`config.mk`:
```
export PLATFORM = sky130hd
export DESIGN_NAME = daq_pattern_gen
export DESIGN_NICKNAME = d
export VERILOG_FILES = /design/src/rtl/daq_pg_pkg.sv /design/src/rtl/pg_lfsr16.sv /design/src/rtl/daq_pattern_gen.sv
export SDC_FILE = /design/constraint.sdc
export NUM_CORES = 1
export LEC_CHECK = 0
export ABC_AREA = 1
export CORE_MARGIN = 4
export CORE_UTILIZATION = 35
export DETAILED_ROUTE_END_ITERATION = 10
export SYNTH_ARGS = -nofsm -noshare
export SYNTH_HDL_FRONTEND = slang
export SYNTH_HIERARCHICAL = 1
export SYNTH_SLANG_ARGS = --single-unit
```
`constraint.sdc`:
```
create_clock -name CLK -period 6.2 [get_ports CLK]
set_input_delay 0.62 -clock CLK [delete_from_list [all_inputs] [get_ports CLK]]
set_output_delay 0.62 -clock CLK [all_outputs]
set_load 0.01 [all_outputs]
```
`src/rtl/daq_pg_pkg.sv`:
```
// Shared encodings and LFSR constants for the DAQ pattern generator.
package daq_pg_pkg;

    typedef enum logic [1:0] {
        ST_IDLE = 2'd0,
        ST_RUN  = 2'd1,
        ST_GAP  = 2'd2
    } pg_state_e;

    typedef enum logic [1:0] {
        MODE_INC  = 2'd0,
        MODE_TAG  = 2'd1,
        MODE_WALK = 2'd2,
        MODE_PRBS = 2'd3
    } pg_mode_e;

    localparam logic [15:0] LFSR_SEED = 16'hACE1;
    // Taps 16,14,13,11 of a right-shifting register land on bits 0,2,3,5.
    localparam logic [15:0] LFSR_TAP_MASK = 16'h002D;

    function automatic logic [15:0] lfsr_next(input logic [15:0] s);
        return {^(s & LFSR_TAP_MASK), s[15:1]};
    endfunction

endpackage

```
`src/rtl/pg_lfsr16.sv`:
```
// 16-bit Fibonacci LFSR with step enable and reseed; exposes the low OUT_W bits.
module pg_lfsr16
    import daq_pg_pkg::*;
#(
    parameter int OUT_W = 16
) (
    input  logic             clk_i,
    input  logic             rst_i,
    input  logic             en_i,
    input  logic             reseed_i,
    output logic [OUT_W-1:0] data_o
);

    logic [15:0] lfsr_q, lfsr_d;

    always_comb begin
        lfsr_d = lfsr_q;
        if (reseed_i)
            lfsr_d = LFSR_SEED;
        else if (en_i)
            lfsr_d = lfsr_next(lfsr_q);
    end

    always_ff @(posedge clk_i) begin
        if (rst_i)
            lfsr_q <= LFSR_SEED;
        else
            lfsr_q <= lfsr_d;
    end

    assign data_o = lfsr_q[OUT_W-1:0];

endmodule

```
`src/rtl/daq_pattern_gen.sv`:
```
// Burst test-pattern source for a DAQ readout FIFO: IDLE/RUN/GAP sequencer,
// strip/chan/samp word counters and four selectable data patterns.
module daq_pattern_gen
    import daq_pg_pkg::*;
#(
    parameter int DWIDTH  = 12,
    parameter int NCHAN   = 6,
    parameter int NSTRIP  = 16,
    parameter int GAP_CYC = 4
) (
    input  logic              CLK,
    input  logic              RST,
    input  logic              START,
    input  logic              ABORT,
    input  logic              CONT,
    input  logic [1:0]        MODE,
    input  logic [6:0]        NSAMP,
    input  logic              FULL,
    output logic [DWIDTH-1:0] WDATA,
    output logic              WREN,
    output logic              BUSY,
    output logic              DONE,
    output logic [15:0]       BURST_CNT,
    output logic [7:0]        LOST_CNT
);

    localparam logic [DWIDTH-1:0] WALK_ONE = DWIDTH'(1);

    pg_state_e         state_q, state_d;
    pg_mode_e          mode_q, mode_d;
    logic [3:0]        strip_q, strip_d;
    logic [2:0]        chan_q, chan_d;
    logic [6:0]        samp_q, samp_d;
    logic [6:0]        nsamp_q, nsamp_d;
    logic [DWIDTH-1:0] widx_q, widx_d;
    logic [3:0]        woff_q, woff_d;
    logic [7:0]        gap_q, gap_d;
    logic              done_q, done_d;
    logic [15:0]       burst_q, burst_d;
    logic [7:0]        lost_q, lost_d;

    logic              wr_en, last_word, burst_end, gap_end;
    logic              start_ok, restart_ok, begin_burst;
    logic [11:0]       tag;
    logic [DWIDTH-1:0] tag_w, walk, prbs, pattern;

    assign wr_en      = (state_q == ST_RUN) && !FULL && !ABORT;
    assign last_word  = (strip_q == 4'(NSTRIP - 1)) && (chan_q == 3'(NCHAN - 1))
                        && (samp_q == nsamp_q - 7'd1);
    assign burst_end  = wr_en && last_word;
    assign gap_end    = (gap_q == 8'(GAP_CYC - 1));
    assign start_ok   = START && (state_q == ST_IDLE) && (NSAMP != 7'd0);
    assign restart_ok = CONT && (NSAMP != 7'd0);
    // Any entry into RUN, including a back-to-back restart, starts a fresh burst.
    assign begin_burst = (state_d == ST_RUN) && ((state_q != ST_RUN) || burst_end);

    always_ff @(posedge CLK) begin
        if (RST) begin
            state_q <= ST_IDLE;
            mode_q  <= MODE_INC;
            strip_q <= '0;
            chan_q  <= '0;
            samp_q  <= '0;
            nsamp_q <= '0;
            widx_q  <= '0;
            woff_q  <= '0;
            gap_q   <= '0;
            done_q  <= 1'b0;
            burst_q <= '0;
            lost_q  <= '0;
        end else begin
            state_q <= state_d;
            mode_q  <= mode_d;
            strip_q <= strip_d;
            chan_q  <= chan_d;
            samp_q  <= samp_d;
            nsamp_q <= nsamp_d;
            widx_q  <= widx_d;
            woff_q  <= woff_d;
            gap_q   <= gap_d;
            done_q  <= done_d;
            burst_q <= burst_d;
            lost_q  <= lost_d;
        end
    end

    always_comb begin
        state_d = state_q;
        if (ABORT) begin
            state_d = ST_IDLE;
        end else begin
            case (state_q)
                ST_IDLE: if (start_ok) state_d = ST_RUN;
                ST_RUN: begin
                    if (burst_end) begin
                        if (GAP_CYC > 0)
                            state_d = ST_GAP;
                        else
                            state_d = restart_ok ? ST_RUN : ST_IDLE;
                    end
                end
                ST_GAP:  if (gap_end) state_d = restart_ok ? ST_RUN : ST_IDLE;
                default: state_d = ST_IDLE;
            endcase
        end
    end

    always_comb begin
        mode_d  = mode_q;
        nsamp_d = nsamp_q;
        strip_d = strip_q;
        chan_d  = chan_q;
        samp_d  = samp_q;
        widx_d  = widx_q;
        woff_d  = woff_q;
        gap_d   = '0;
        if (state_q == ST_GAP && !gap_end && !ABORT)
            gap_d = gap_q + 8'd1;

        if (ABORT || begin_burst) begin
            strip_d = '0;
            chan_d  = '0;
            samp_d  = '0;
            widx_d  = '0;
            woff_d  = '0;
        end else if (wr_en) begin
            widx_d = widx_q + DWIDTH'(1);
            woff_d = (woff_q == 4'(DWIDTH - 1)) ? 4'd0 : woff_q + 4'd1;
            if (strip_q == 4'(NSTRIP - 1)) begin
                strip_d = '0;
                if (chan_q == 3'(NCHAN - 1)) begin
                    chan_d = '0;
                    samp_d = samp_q + 7'd1;
                end else begin
                    chan_d = chan_q + 3'd1;
                end
            end else begin
                strip_d = strip_q + 4'd1;
            end
        end

        if (begin_burst) begin
            nsamp_d = NSAMP;
            mode_d  = pg_mode_e'(MODE);
        end

        done_d  = burst_end;
        burst_d = burst_end ? burst_q + 16'd1 : burst_q;
        lost_d  = lost_q;
        if (START && !ABORT && !start_ok && lost_q != 8'hFF)
            lost_d = lost_q + 8'd1;
    end

    assign tag  = {chan_q, samp_q[4:0], strip_q};
    assign walk = WALK_ONE << woff_q;

    if (DWIDTH >= 12) begin : g_tag_pad
        assign tag_w = DWIDTH'(tag);
    end else begin : g_tag_trunc
        assign tag_w = tag[DWIDTH-1:0];
    end

    pg_lfsr16 #(
        .OUT_W (DWIDTH)
    ) u_lfsr (
        .clk_i    (CLK),
        .rst_i    (RST),
        .en_i     (wr_en),
        .reseed_i (ABORT || begin_burst),
        .data_o   (prbs)
    );

    // Handshake outputs are masked combinationally so they drop in the same
    // cycle ABORT or RST rises.
    always_comb begin
        case (mode_q)
            MODE_INC:  pattern = widx_q;
            MODE_TAG:  pattern = tag_w;
            MODE_WALK: pattern = walk;
            MODE_PRBS: pattern = prbs;
            default:   pattern = '0;
        endcase
        WDATA     = (state_q == ST_RUN) ? pattern : '0;
        WREN      = wr_en && !RST;
        BUSY      = (state_q != ST_IDLE) && !ABORT && !RST;
        DONE      = done_q && !ABORT && !RST;
        BURST_CNT = burst_q;
        LOST_CNT  = lost_q;
    end

endmodule

```
# --- Word level (Yosys, flattened, before mapping) ---
# Index checks and enable logic that the tools add are counted.
classes:
  n_addsub: 9
  eq_ne: 13
  shift: 1
  muxes: 11
  bitwise: 1
  reduce_logical: 35
ops:
  columns: ["cell", "n"]
  rows:
  - ["one-hot mux 12 bit (4 select lines)", 1]
  - ["logical AND 1 bit", 19]
  - ["adder 16 x 1 -> 16 bit (second input constant)", 1]
  - ["adder 8 x 1 -> 8 bit (second input constant)", 2]
  - ["parity 16 bit", 1]
  - ["adder 12 x 1 -> 12 bit (second input constant)", 1]
  - ["2-to-1 mux 12 bit", 1]
  - ["left shift 1 x 4 -> 12 bit (first input constant)", 1]
  - ["adder 4 x 1 -> 4 bit (second input constant)", 2]
  - ["== test 4 bit (second input constant)", 2]
  - ["== test 8 x 2 -> 1 bit (second input constant)", 1]
  - ["2-to-1 mux 2 bit", 4]
  - ["2-to-1 mux 4 bit", 2]
  - ["inequality test 8 bit (second input constant)", 1]
  - ["adder 7 x 1 -> 7 bit (second input constant)", 1]
  - ["== test 7 bit", 1]
  - ["nonzero test 7 bit", 1]
  - ["subtractor 7 x 1 -> 7 bit (second input constant)", 1]
  - ["== test 2 x 1 -> 1 bit (second input constant)", 3]
  - ["== test 2 bit (second input constant)", 3]
  - ["one-hot mux 2 bit (3 select lines)", 1]
  - ["logical NOT 1 bit", 5]
  - ["logical NOT 2 bit", 2]
  - ["OR reduction 2 bit", 2]
  - ["other kinds (10)", 11]
word_totals:
  reg_bits: 90
  inputBits: 15
  output_inout_bits: 39
  elab_cells: 83

# --- Longest topological paths before layout ---
# Gate-level depths: netlist (run 1).
depth:
  depth_word: 11
  mapped_depth: 20
  mapped_depth_nobuf: 17

# --- Cells and area by module ---
# The synthesis (run 1) kept the hierarchy.
modules_own_cells:
  columns: ["mod", "instances", "cells_per_inst", "area_per_inst_um2", "seq_area_each_um2"]
  rows:
  - ["daq_pattern_gen", 1, 639, 4282.9, 1481.4]
  - ["pg_lfsr16", 1, 96, 757.0, 320.3]

# --- Worst setup path after synthesis (run 1) ---
# No wires, ideal clock.
synth_path:
  path_type: "reg2reg"
  start: "register nsamp_q[0]"
  end: "register u_lfsr.lfsr_q[2]"
  setup_time_ps: 120
  arrival_ps: 2125
  required_time_ps: 6080
  slack_ps: 3956
  path_stages_with_launch: 21
  n_path_buf: 3
  synth_period_minus_slack_ps: 2244
  cell_sequence: "dfxtp_1 inv_1 ha_1 nand2_1 inv_1 nor2_1 nand2_1 nor2_1 nand2_1 nor2_1 nand3_2 nand2_4 nand3_2 buf_2 nand2_1 or2_1 buf_6 inv_6 buf_12 o21ai_2 a21oi_2"
synth_via:
  elab_chain_len: 11
  word_cells_on_any_way: 12
  classes_between: "add/sub (1); eq/ne (2); mux (3); reduce/logical (6)"
synth_lines:
  columns: ["element", "line", "source"]
  rows:
  - ["from (decl)", "daq_pattern_gen.sv:34", "logic [6:0] nsamp_q, nsamp_d;"]
  - ["from (signal assigned)", "daq_pattern_gen.sv:77", "nsamp_q <= nsamp_d;"]
  - ["subtractor 7 x 1 -> 7 bit *", "daq_pattern_gen.sv:49", "&& (samp_q == nsamp_q - 7'd1);"]
  - ["== test 7 bit *", "daq_pattern_gen.sv:49", null]
  - ["logical AND 1 bit *", "daq_pattern_gen.sv:49", null]
  - ["logical AND 1 bit *", "daq_pattern_gen.sv:50", "assign burst_end = wr_en && last_word;"]
  - ["2-to-1 mux 2 bit", "daq_pattern_gen.sv:95", "if (burst_end) begin"]
  - ["one-hot mux 2 bit (3 select lines)", "daq_pattern_gen.sv:92", "case (state_q)"]
  - ["2-to-1 mux 2 bit", "daq_pattern_gen.sv:89", "if (ABORT) begin"]
  - ["== test 2 x 1 -> 1 bit", "daq_pattern_gen.sv:55", "assign begin_burst = (state_d == ST_RUN) && ((state_q != ST_RUN) || burst_end);"]
  - ["logical AND 1 bit *", "daq_pattern_gen.sv:55", null]
  - ["logical OR 1 bit *", "daq_pattern_gen.sv:169", ".reseed_i (ABORT || begin_burst),"]
  - ["OR reduction 2 bit (no line) *", null, null]
  - ["to (signal assigned)", "pg_lfsr16.sv:28", "lfsr_q <= lfsr_d;"]
  - ["to (decl)", "pg_lfsr16.sv:14", "logic [15:0] lfsr_q, lfsr_d;"]
# Every way passes the cells marked *; elsewhere a longest branch is shown, timed or not.
# A chain may end at the register's enable or synchronous reset.

# --- Worst setup path in the final report (run 1) ---
layout_path:
  start: "input port ABORT"
  end: "register samp_q[1]"
layout_via:
  elab_chain_len: 10
  word_cells_on_any_way: 12
  classes_between: "eq/ne (1); mux (3); reduce/logical (8)"
layout_lines:
  columns: ["element", "line", "source"]
  rows:
  - ["from (decl)", "daq_pattern_gen.sv:14", "input logic ABORT,"]
  - ["logical NOT 1 bit", "daq_pattern_gen.sv:47", "assign wr_en = (state_q == ST_RUN) && !FULL && !ABORT;"]
  - ["logical AND 1 bit", "daq_pattern_gen.sv:47", null]
  - ["logical AND 1 bit", "daq_pattern_gen.sv:50", null]
  - ["2-to-1 mux 2 bit", "daq_pattern_gen.sv:95", null]
  - ["one-hot mux 2 bit (3 select lines)", "daq_pattern_gen.sv:92", null]
  - ["2-to-1 mux 2 bit", "daq_pattern_gen.sv:89", null]
  - ["== test 2 x 1 -> 1 bit", "daq_pattern_gen.sv:55", null]
  - ["logical AND 1 bit", "daq_pattern_gen.sv:55", null]
  - ["logical OR 1 bit", "daq_pattern_gen.sv:120", "if (ABORT || begin_burst) begin"]
  - ["OR reduction 2 bit (no line)", null, null]
  - ["to (signal assigned)", "daq_pattern_gen.sv:76", "samp_q <= samp_d;"]
  - ["to (decl)", "daq_pattern_gen.sv:33", "logic [6:0] samp_q, samp_d;"]
# Several ways; a longest one is shown, not always the timed one.

==> results of run 1 <==
[cell type report]
cell class              count  area [um2]  area share
repair buffers             54       538.0     0.09153
flip-flops and latches     90        1802      0.3065
inverters                 106       402.9     0.06854
multi-input cells         509        2641      0.4493
well taps                 180       225.2     0.03831
clock inverters             5       40.04    0.006811
clock buffers              10       229.0     0.03895
[routing by layer]
metal,track usage,part of all wire,vias to the layer above
met5,0,0,-
met4,0.03371,0.0083,0
met3,0.03458,0.047,8
met2,0.2388,0.44,89
met1,0.2074,0.51,1979
li1,-,-,2409
[metrics by stage]
step                cells  utilization
global placement      939       0.4010
detailed placement    939       0.4010
CTS                   954       0.4202
global route          954       0.4202
floorplan             735            -
finish                954       0.4202
[registers in the layout, summed over array words and instances (netlist names)]
signal and flops:
done_q 1, LOST_CNT 8, widx_q 12, u_lfsr/lfsr_q 16, chan_q 3, strip_q 4
gap_q 8, nsamp_q 7, mode_q 2, woff_q 4, BURST_CNT 16, state_q 2
samp_q 7
[placed cells by master (no fill, tap or decap), drive strengths merged, types with 2 or more instances in the layout]
cell type	Yosys	layout
nand2	168	168
clkinvlp	0	3
nor4	3	3
clkdlybuf4s50	0	53
o21ai	23	23
nor3	23	23
clkbuf	8	10
inv	104	106
ha	13	13
or2	6	6
a31oi	6	6
a21oi	43	43
clkinv	2	2
o211ai	2	2
nand3	40	40
a221oi	7	7
nor2	107	107
nand4	26	26
dfxtp	90	90
xor2	24	24
xnor2	11	11
a22oi	3	3
[critical path, stage by stage]
cell and delay, ps:
clkdlybuf4s50_1 500, nor2_2 280, nand3_4 130, nor2_4 120
nand2_1 60, nor2_1 130, nand3_2 240, nand2_4 210
nand3_2 220, nand2_1 870, a21oi_1 90
[worst paths after layout]
path | from | slack [ps] | cells past startpoint | endpoint
max | ABORT | 2900 | 11 | samp_q[1]$_SDFFE_PP0P_
min | gap_q[0]$_SDFF_PP0_ | 450 | 1 | gap_q[0]$_SDFF_PP0_
max reg2reg | nsamp_q[0]$_SDFFE_PP0P_ | 3080 | 14 | samp_q[1]$_SDFFE_PP0P_
min reg2reg | gap_q[0]$_SDFF_PP0_ | 450 | 1 | gap_q[0]$_SDFF_PP0_
[cells in the mapped netlist (2+ instances only)]
| cell | instances |
|---|---|
| nor2_1 | 100 |
| a21oi_2 | 3 |
| nand3_1 | 36 |
| inv_1 | 101 |
| inv_2 | 2 |
| nand3_2 | 3 |
| a221oi_1 | 7 |
| dfxtp_1 | 90 |
| buf_2 | 7 |
| clkinv_1 | 2 |
| nand2_1 | 165 |
| nor2_4 | 2 |
| ha_1 | 13 |
| nor2_2 | 4 |
| o211ai_1 | 2 |
| buf_4 | 13 |
| o21ai_2 | 3 |
| nor4_1 | 3 |
| clkbuf_1 | 8 |
| nand2_2 | 2 |
| nand4_1 | 26 |
| a21oi_1 | 40 |
| a31oi_1 | 6 |
| or2_2 | 4 |
| nor3_1 | 22 |
| o21ai_0 | 19 |
| xnor2_1 | 11 |
| a22oi_1 | 3 |
| xor2_1 | 24 |
[cells by family (layout without fill, tap and decap cells)]
logic type      count (synthesis)  count (layout)  share of synthesized area
compound gates                 87              87                     0.1015
buf+inv                       136             175                     0.1184
flops                          90              90                     0.3575
fa+ha+maj                      13              13                    0.03227
simple gates                  374             374                     0.3294
xor+xnor                       35              35                    0.06082
[where the power goes]
part / internal (uW) / total (uW) / switching [uW]
logic: 33.7 / 98.2 / 64.4
registers: 584 / 589 / 5.27
clock network: 273 / 508 / 235
total: 890 / 1200 / 305
==> impl_metrics.tcl, run 1 <==
set metrics [dict create \
    ys_ff_latch 90 \
    die_area_um2 16380 \
    syn_area_um2 5040 \
    synth.area.top_cells "dfxtp_1 36%, nand2_1 12%, inv_1 7.5%" \
    ios 54 \
    drc 0 \
    power.leakage_uw 0.002153 \
    yosysSeqAreaShare 0.3575 \
    avgSynthCellArea_um2 6.857 \
    syn2layout_area_growth_pct 16.63 \
    root_buffer "clkbuf_16" \
    syn_nets 763 \
    setup_ws_ps 2900 \
    cp.required_ps 6370 \
    clock_sinks 90 \
    final_area_um2 5878 \
    min_period_ps 3300 \
    setup_viol 0 \
    yosysWarnings 6 \
    track_usage 0.1500 \
    relSlewSlack 0.2827 \
    grt_max_degree 36 \
    worst_pin_slew_ps 1073 \
    critPathLaunchType "input port" \
    gp_congestion 0.9056 \
    rows 43 \
    fp.dieH_um 128 \
    slew_viol_final 0 \
    cts_setup_buffers 0 \
    final_hold_viol_count 0 \
    worstPathArrival_ps 3470 \
    grt_setup_unrepaired "false" \
    fin_worst_skew_ps 5.834 \
    die_w_um 128 \
    cap_violations 0 \
    irDropWorstVdd_v 0.0001721 \
    hold_buffers 0 \
    antenna_found_initial 0 \
    grt_pass1_vias 4160 \
    clock_latency_ps 340 \
    fmax_ghz 0.3030 \
    port_buffers 53 \
    clk_path_buf_depth 2 \
    dp_slack_ps 2538 \
    yosys.area.top_type "dfxtp_1" \
    n_fill_cell 1497 \
    end_kind "flop" \
    post_drt_via_cell_ratio 4.701 \
    core-area_um2 13990 \
    clk_pin_slew_worst_paths_ps 60 \
    fin_crit_sh 0.5323 \
    hpwl_um 8847 \
    drt_iter0_markers 241 \
    powerDensity_nw_per_um2 203.4 \
    hold_ws_ps 447.4 \
    synthFlopType "dfxtp_1" \
    cts_tree "built" \
    synth_top_area_frac 0.3575 \
    status "finished, final reports clean" \
    final_nets 798 \
    firstDrtPassIters 4 \
    dpl_cell_area_um2 5609 \
    cts_resized 0 \
    via_count 4485 \
    synth-edff-count 0 \
    critical_path_class "input port to flop" \
    gr-total-overflow 0 \
    diodes 0 \
    setup_tns_ps 0 \
    grt_pass1_wl_um 20200 \
    cts_buffers 9 \
    cp_max_fo 30 \
    final_antenna_net_count 0 \
    initial_core_util 0.3603 \
    routed_wl_um 11870 \
    drive_above_1_share 0.05556 \
    ys_types 43 \
    hold_class "flop to flop" \
    finalPower_uw 1195 \
    async_flop_share 0 \
    htreeDepth 3 \
    wl_per_cell_um 12.44 \
    syn-instance-count 735 \
]
(Power assumes the default switching activity.)
==> inputs of run 2 (changes only) <==
Clock period 6.2 ns to 2.9 ns, I/O delays scaled along.
==> run 2 against run 1 <==
Flip-flop and latch count is the same. Cell area grew 2.6%. Count of clock-buffer cells in the layout grew 1. Clock power grew to 2.7 times the previous value. Global-route usage grew 0.30 points. Total power grew 140%.
==> impl_metrics.tcl, run 2 (synthesized netlist as in run 1, its figures left out) <==
set metrics [dict create \
    cts_setup_buffers 0 \
    fin_worst_skew_ps 6.414 \
    min_period_ps 2670 \
    via_count 4520 \
    antenna_found_initial 0 \
    clock_latency_ps 350 \
    grt_pass1_vias 4183 \
    critPathLaunchType "flop" \
    fmax_ghz 0.3746 \
    swShare 0.2231 \
    final_antenna_net_count 0 \
    gp_congestion 0.8348 \
    root_buffer "clkbuf_16" \
    power_frac_seq 0.442 \
    drt_iter0_markers 211 \
    crit_chain "inv_1, nor2_1, inv_1, nor2_1, inv_1, nor3_1, a221oi_1, a21oi_1, clkdlybuf4s50_1" \
    grt_max_degree 30 \
    initial_core_util 0.3603 \
    status "finished, final reports clean" \
    htreeDepth 3 \
    clock_sinks 90 \
    routed_wl_um 11980 \
    cp.required_ps 2610 \
    cts_buffers 9 \
    rows 43 \
    diodes 0 \
    fp.dieH_um 128 \
    die_area_um2 16380 \
    slew_viol_final 0 \
    crit_start "mode_q[1]$_SDFFE_PP0P_" \
    grt_pass1_wl_um 20360 \
    cap_violations 0 \
    clockPowerShare 0.482 \
    timing.critical_path.to "WDATA[4]" \
    setup_viol 0 \
    slowest_delay_ps 560 \
    fin_crit_sh 0.9206 \
    post_drt_via_cell_ratio 4.689 \
    rr_worst_depth 17 \
    comb_power_share 0.076 \
    r2r_end "u_lfsr/lfsr_q[1]$_SDFFE_PP0P_" \
    hpwl_um 9053 \
    track_usage 0.1530 \
    core-area_um2 13990 \
    clk_pin_slew_worst_paths_ps 60 \
    relSlewSlack 0.5980 \
    grt_setup_unrepaired "false" \
    firstDrtPassIters 5 \
    worstPathArrival_ps 2380 \
    finalPower_uw 2849 \
    critical_path_class "flop to output pin" \
    final_hold_viol_count 0 \
    drive_above_1_share 0.06888 \
    switchingPower_uw 635.7 \
    path_common_cell "inv_1" \
    r2r_start "nsamp_q[0]$_SDFFE_PP0P_" \
    power.leakage_uw 0.002250 \
    drc 0 \
    port_buffers 53 \
    irDropWorstVdd_v 0.0003202 \
    ios 54 \
    cp_max_fo 6 \
    final_common_cell "nand2_1" \
    n_fill_cell 1486 \
    setup_tns_ps 0 \
    hold_class "flop to flop" \
    syn2layout_area_growth_pct 19.64 \
    wl_per_cell_um 12.43 \
    slowest_stage "clkdlybuf4s50_1" \
    hold_buffers 0 \
    worst_pin_slew_ps 599.8 \
    cts_tree "built" \
    powerDensity_nw_per_um2 472.5 \
    final_nets 807 \
    gr-total-overflow 0 \
    clk_path_buf_depth 2 \
    end_kind "output pin" \
    die_w_um 128 \
    final_cell_mix "165 x nand2_1, 101 x inv_1, 100 x nor2_1" \
    cts_resized 0 \
    regToRegSetupSlack_ps 440 \
    p_int_uw 2213 \
]
-- run 2: critical path: cells and delay by family, from the launching register on --
family	cells	cell delay (ps)
AND/OR/NAND/NOR	3	590
AO/OA/AOI/OAI	2	230
buffers and inverters	4	860
flip-flops	1	370
-- run 2: worst min-delay path by stage --
| stage | start | to | slack, ps | cells past startpoint |
|---|---|---|---|---|
| 3_3_place_gp | gap_q[0]$_SDFF_PP0_ | gap_q[0]$_SDFF_PP0_ | 430 | 1 |
| 4_1_cts | gap_q[0]$_SDFF_PP0_ | gap_q[0]$_SDFF_PP0_ | 450 | 1 |
| 5_1_grt | gap_q[0]$_SDFF_PP0_ | gap_q[0]$_SDFF_PP0_ | 480 | 1 |
| 6_report | gap_q[0]$_SDFF_PP0_ | gap_q[0]$_SDFF_PP0_ | 450 | 1 |
| 3_5_place_dp | gap_q[0]$_SDFF_PP0_ | gap_q[0]$_SDFF_PP0_ | 440 | 1 |
| 2_1_floorplan | ABORT | state_q[0]$_SDFF_PP0_ | 370 | 1 |
-- run 2: layer usage --
| layer | global-route usage | up-vias | share of wire |
|---|---|---|---|
| li1 | - | 2429 | - |
| met1 | 0.2137 | 2003 | 0.51 |
| met2 | 0.2314 | 77 | 0.43 |
| met3 | 0.04458 | 11 | 0.046 |
| met4 | 0.03995 | 0 | 0.011 |
| met5 | 0 | - | 0 |
-- run 2: through the flow --
stage               cell area [um2]  instances  utilization  hold slack [ps]  worst slack, ps
finish                         6030        964       0.4310            449.0            230.4
global route                   6030        964       0.4310            481.3            66.42
CTS                            6030        964       0.4310            451.2            254.3
detailed placement             5677        948       0.4058            437.3            294.3
global placement               5677        948       0.4058            427.8            339.8
floorplan                      5040        735            -            369.3            655.8
-- run 2: power groups by stage --
stage          registers, uW  logic, uW  clock network (uW)
2_1_floorplan           1290        155                   0
3_3_place_gp            1290        215                   0
3_5_place_dp            1290        216                   0
4_1_cts                 1260        217                1410
5_1_grt                 1260        250                1470
6_report                1260        216                1370
-- run 2: layout make-up --
cell class | instances | area (um2) | share of cell area
tap | 180 | 225.2 | 0.03735
timing repair buffer | 63 | 605.6 | 0.1004
clock inverter | 5 | 100.1 | 0.01660
clock buffer | 11 | 252.7 | 0.04192
inverter | 106 | 402.9 | 0.06682
multi-input combinational | 509 | 2641 | 0.4381
sequential | 90 | 1802 | 0.2988
==> inputs of run 3 (changes only) <==
Settings changed: CORE_MARGIN 4 to 2.
==> run 3 against run 2 <==
Total power up 3.2%. Global-route usage grew 1.7 points. Combinational power barely moved. Fmax rose by 6.0%. Die area shrank 6.2%. Clock power grew 7%. Setup slack gained 150 ps.
==> impl_metrics.tcl, run 3 (synthesized netlist as in run 1, its figures left out) <==
set metrics [dict create \
    routed_wl_um 12040 \
    slowest_delay_ps 550 \
    port_buffers 53 \
    drc 0 \
    r2r_end "u_lfsr/lfsr_q[1]$_SDFFE_PP0P_" \
    hold_class "flop to flop" \
    crit_start "mode_q[1]$_SDFFE_PP0P_" \
    drt_iter0_markers 206 \
    powerDensity_nw_per_um2 485.4 \
    die_area_um2 15380 \
    slew_viol_final 0 \
    relSlewSlack 0.5936 \
    clk_pin_slew_worst_paths_ps 70 \
    slowest_stage "clkdlybuf4s50_1" \
    final_nets 807 \
    fp.dieH_um 124 \
    min_period_ps 2519 \
    critical_path_class "flop to output pin" \
    die_w_um 124 \
    end_kind "output pin" \
    syn2layout_area_growth_pct 20.16 \
    worst_pin_slew_ps 607.4 \
    gp_congestion 0.8579 \
    cts_tree "built" \
    drive_above_1_share 0.07015 \
    timing.critical_path.to "WDATA[4]" \
    regToRegSetupSlack_ps 490 \
    via_count 4570 \
    core-area_um2 13990 \
    gr-total-overflow 0 \
    crit_chain "inv_1, nor2_1, inv_1, nor2_2, inv_1, nor3_1, a221oi_1, a21oi_1, clkdlybuf4s50_1" \
    power.leakage_uw 0.002257 \
    wl_per_cell_um 12.49 \
    n_fill_cell 1488 \
    instances_no_fill 964 \
    worstPathArrival_ps 2230 \
    diodes 0 \
    final_antenna_net_count 0 \
    firstDrtPassIters 6 \
    path_common_cell "inv_1" \
    post_drt_via_cell_ratio 4.741 \
    rr_worst_depth 17 \
    finalPower_uw 2939 \
    status "finished, final reports clean" \
    antenna_found_initial 0 \
    fin_crit_sh 0.8685 \
    initial_core_util 0.3603 \
    cp_max_fo 6 \
    track_usage 0.1702 \
    dp.cells 948 \
    setup_tns_ps 0 \
    final_common_cell "nand2_1" \
    crit_cells 9 \
    setup_ws_ps 381.5 \
    ios 54 \
    whs_path_depth 2 \
    cp_top_family "buffers and inverters" \
    hpwl_um 9007 \
    grt_pass1_vias 4309 \
    dp_slack_ps 279.8 \
    htreeDepth 3 \
    crit_buf_inv 4 \
    rows 43 \
    fmax_ghz 0.3971 \
    r2r_start "nsamp_q[0]$_SDFFE_PP0P_" \
    final_hold_viol_count 0 \
    clock_sinks 90 \
    grt_max_degree 32 \
    cap_violations 0 \
    critPathLaunchType "flop" \
    cts_buffers 9 \
    cp.required_ps 2610 \
    grt_setup_unrepaired "false" \
    setup_viol 0 \
    root_buffer "clkbuf_16" \
    grt_pass1_wl_um 20530 \
    irDropWorstVdd_v 0.0003441 \
    fin_worst_skew_ps 6.128 \
    final_cell_mix "165 x nand2_1, 101 x inv_1, 99 x nor2_1" \
    clock_latency_ps 350 \
    clk_path_buf_depth 2 \
]
run 3: changes by cell type in the layout (fill, tap and decap cells not counted), sizes merged:
cell    previous run  this run
bufinv             3         4
clkbuf            11        10
run 3: cell type report:
class,instances,area [um2],area share
Multi-Input combinational cell,509,2644,0.4366
Sequential cell,90,1802,0.2975
Timing Repair Buffer,63,605.6,0.1000
Inverter,106,402.9,0.06653
Clock buffer,10,239.0,0.03946
Tap cell,180,225.2,0.03719
Clock inverter,6,137.6,0.02273
run 3: layer usage:
layer | wire [um] | global-route usage
met1 | 6164 | 0.2288
met2 | 5064 | 0.2624
met3 | 622 | 0.05037
met4 | 186 | 0.05337
met5 | 0 | 0
run 3: worst min-delay path by stage:
stage,slack (ps),from,end
floorplan,370,ABORT,state_q[0]$_SDFF_PP0_
global placement,430,gap_q[0]$_SDFF_PP0_,gap_q[0]$_SDFF_PP0_
detailed placement,440,gap_q[0]$_SDFF_PP0_,gap_q[0]$_SDFF_PP0_
CTS,460,gap_q[0]$_SDFF_PP0_,gap_q[0]$_SDFF_PP0_
global route,470,gap_q[0]$_SDFF_PP0_,gap_q[0]$_SDFF_PP0_
finish,460,u_lfsr/lfsr_q[12]$_SDFFE_PP0P_,u_lfsr/lfsr_q[12]$_SDFFE_PP0P_
run 3: power breakdown:
group          leakage [uW]  internal (uW)  switching, uW
clock              0.000183            956            508
sequential         0.000727           1250           11.3
combinational       0.00135           78.4            138
total               0.00226           2280            657
run 3: repair_timing:
item / CTS / global route
hold buffers: 0 / 0
gates resized for setup: 0 / 1
setup endpoints to repair: 0 / 1
buffers inserted: 0 / 0
run 3: worst min-delay path, stage by stage (launching register included):
cell	delay, ps
dfxtp_1	310
nand2_1	60
a21oi_1	50
run 3: per-stage QoR:
stage / area (um2) / util / hold slack [ps]
4_1_cts: 6053 / 0.4327 / 456.1
5_1_grt: 6056 / 0.4329 / 473.6
2_1_floorplan: 5040 / - / 369.3
3_3_place_gp: 5677 / 0.4058 / 427.2
3_5_place_dp: 5677 / 0.4058 / 437.8
6_report: 6056 / 0.4329 / 461.4
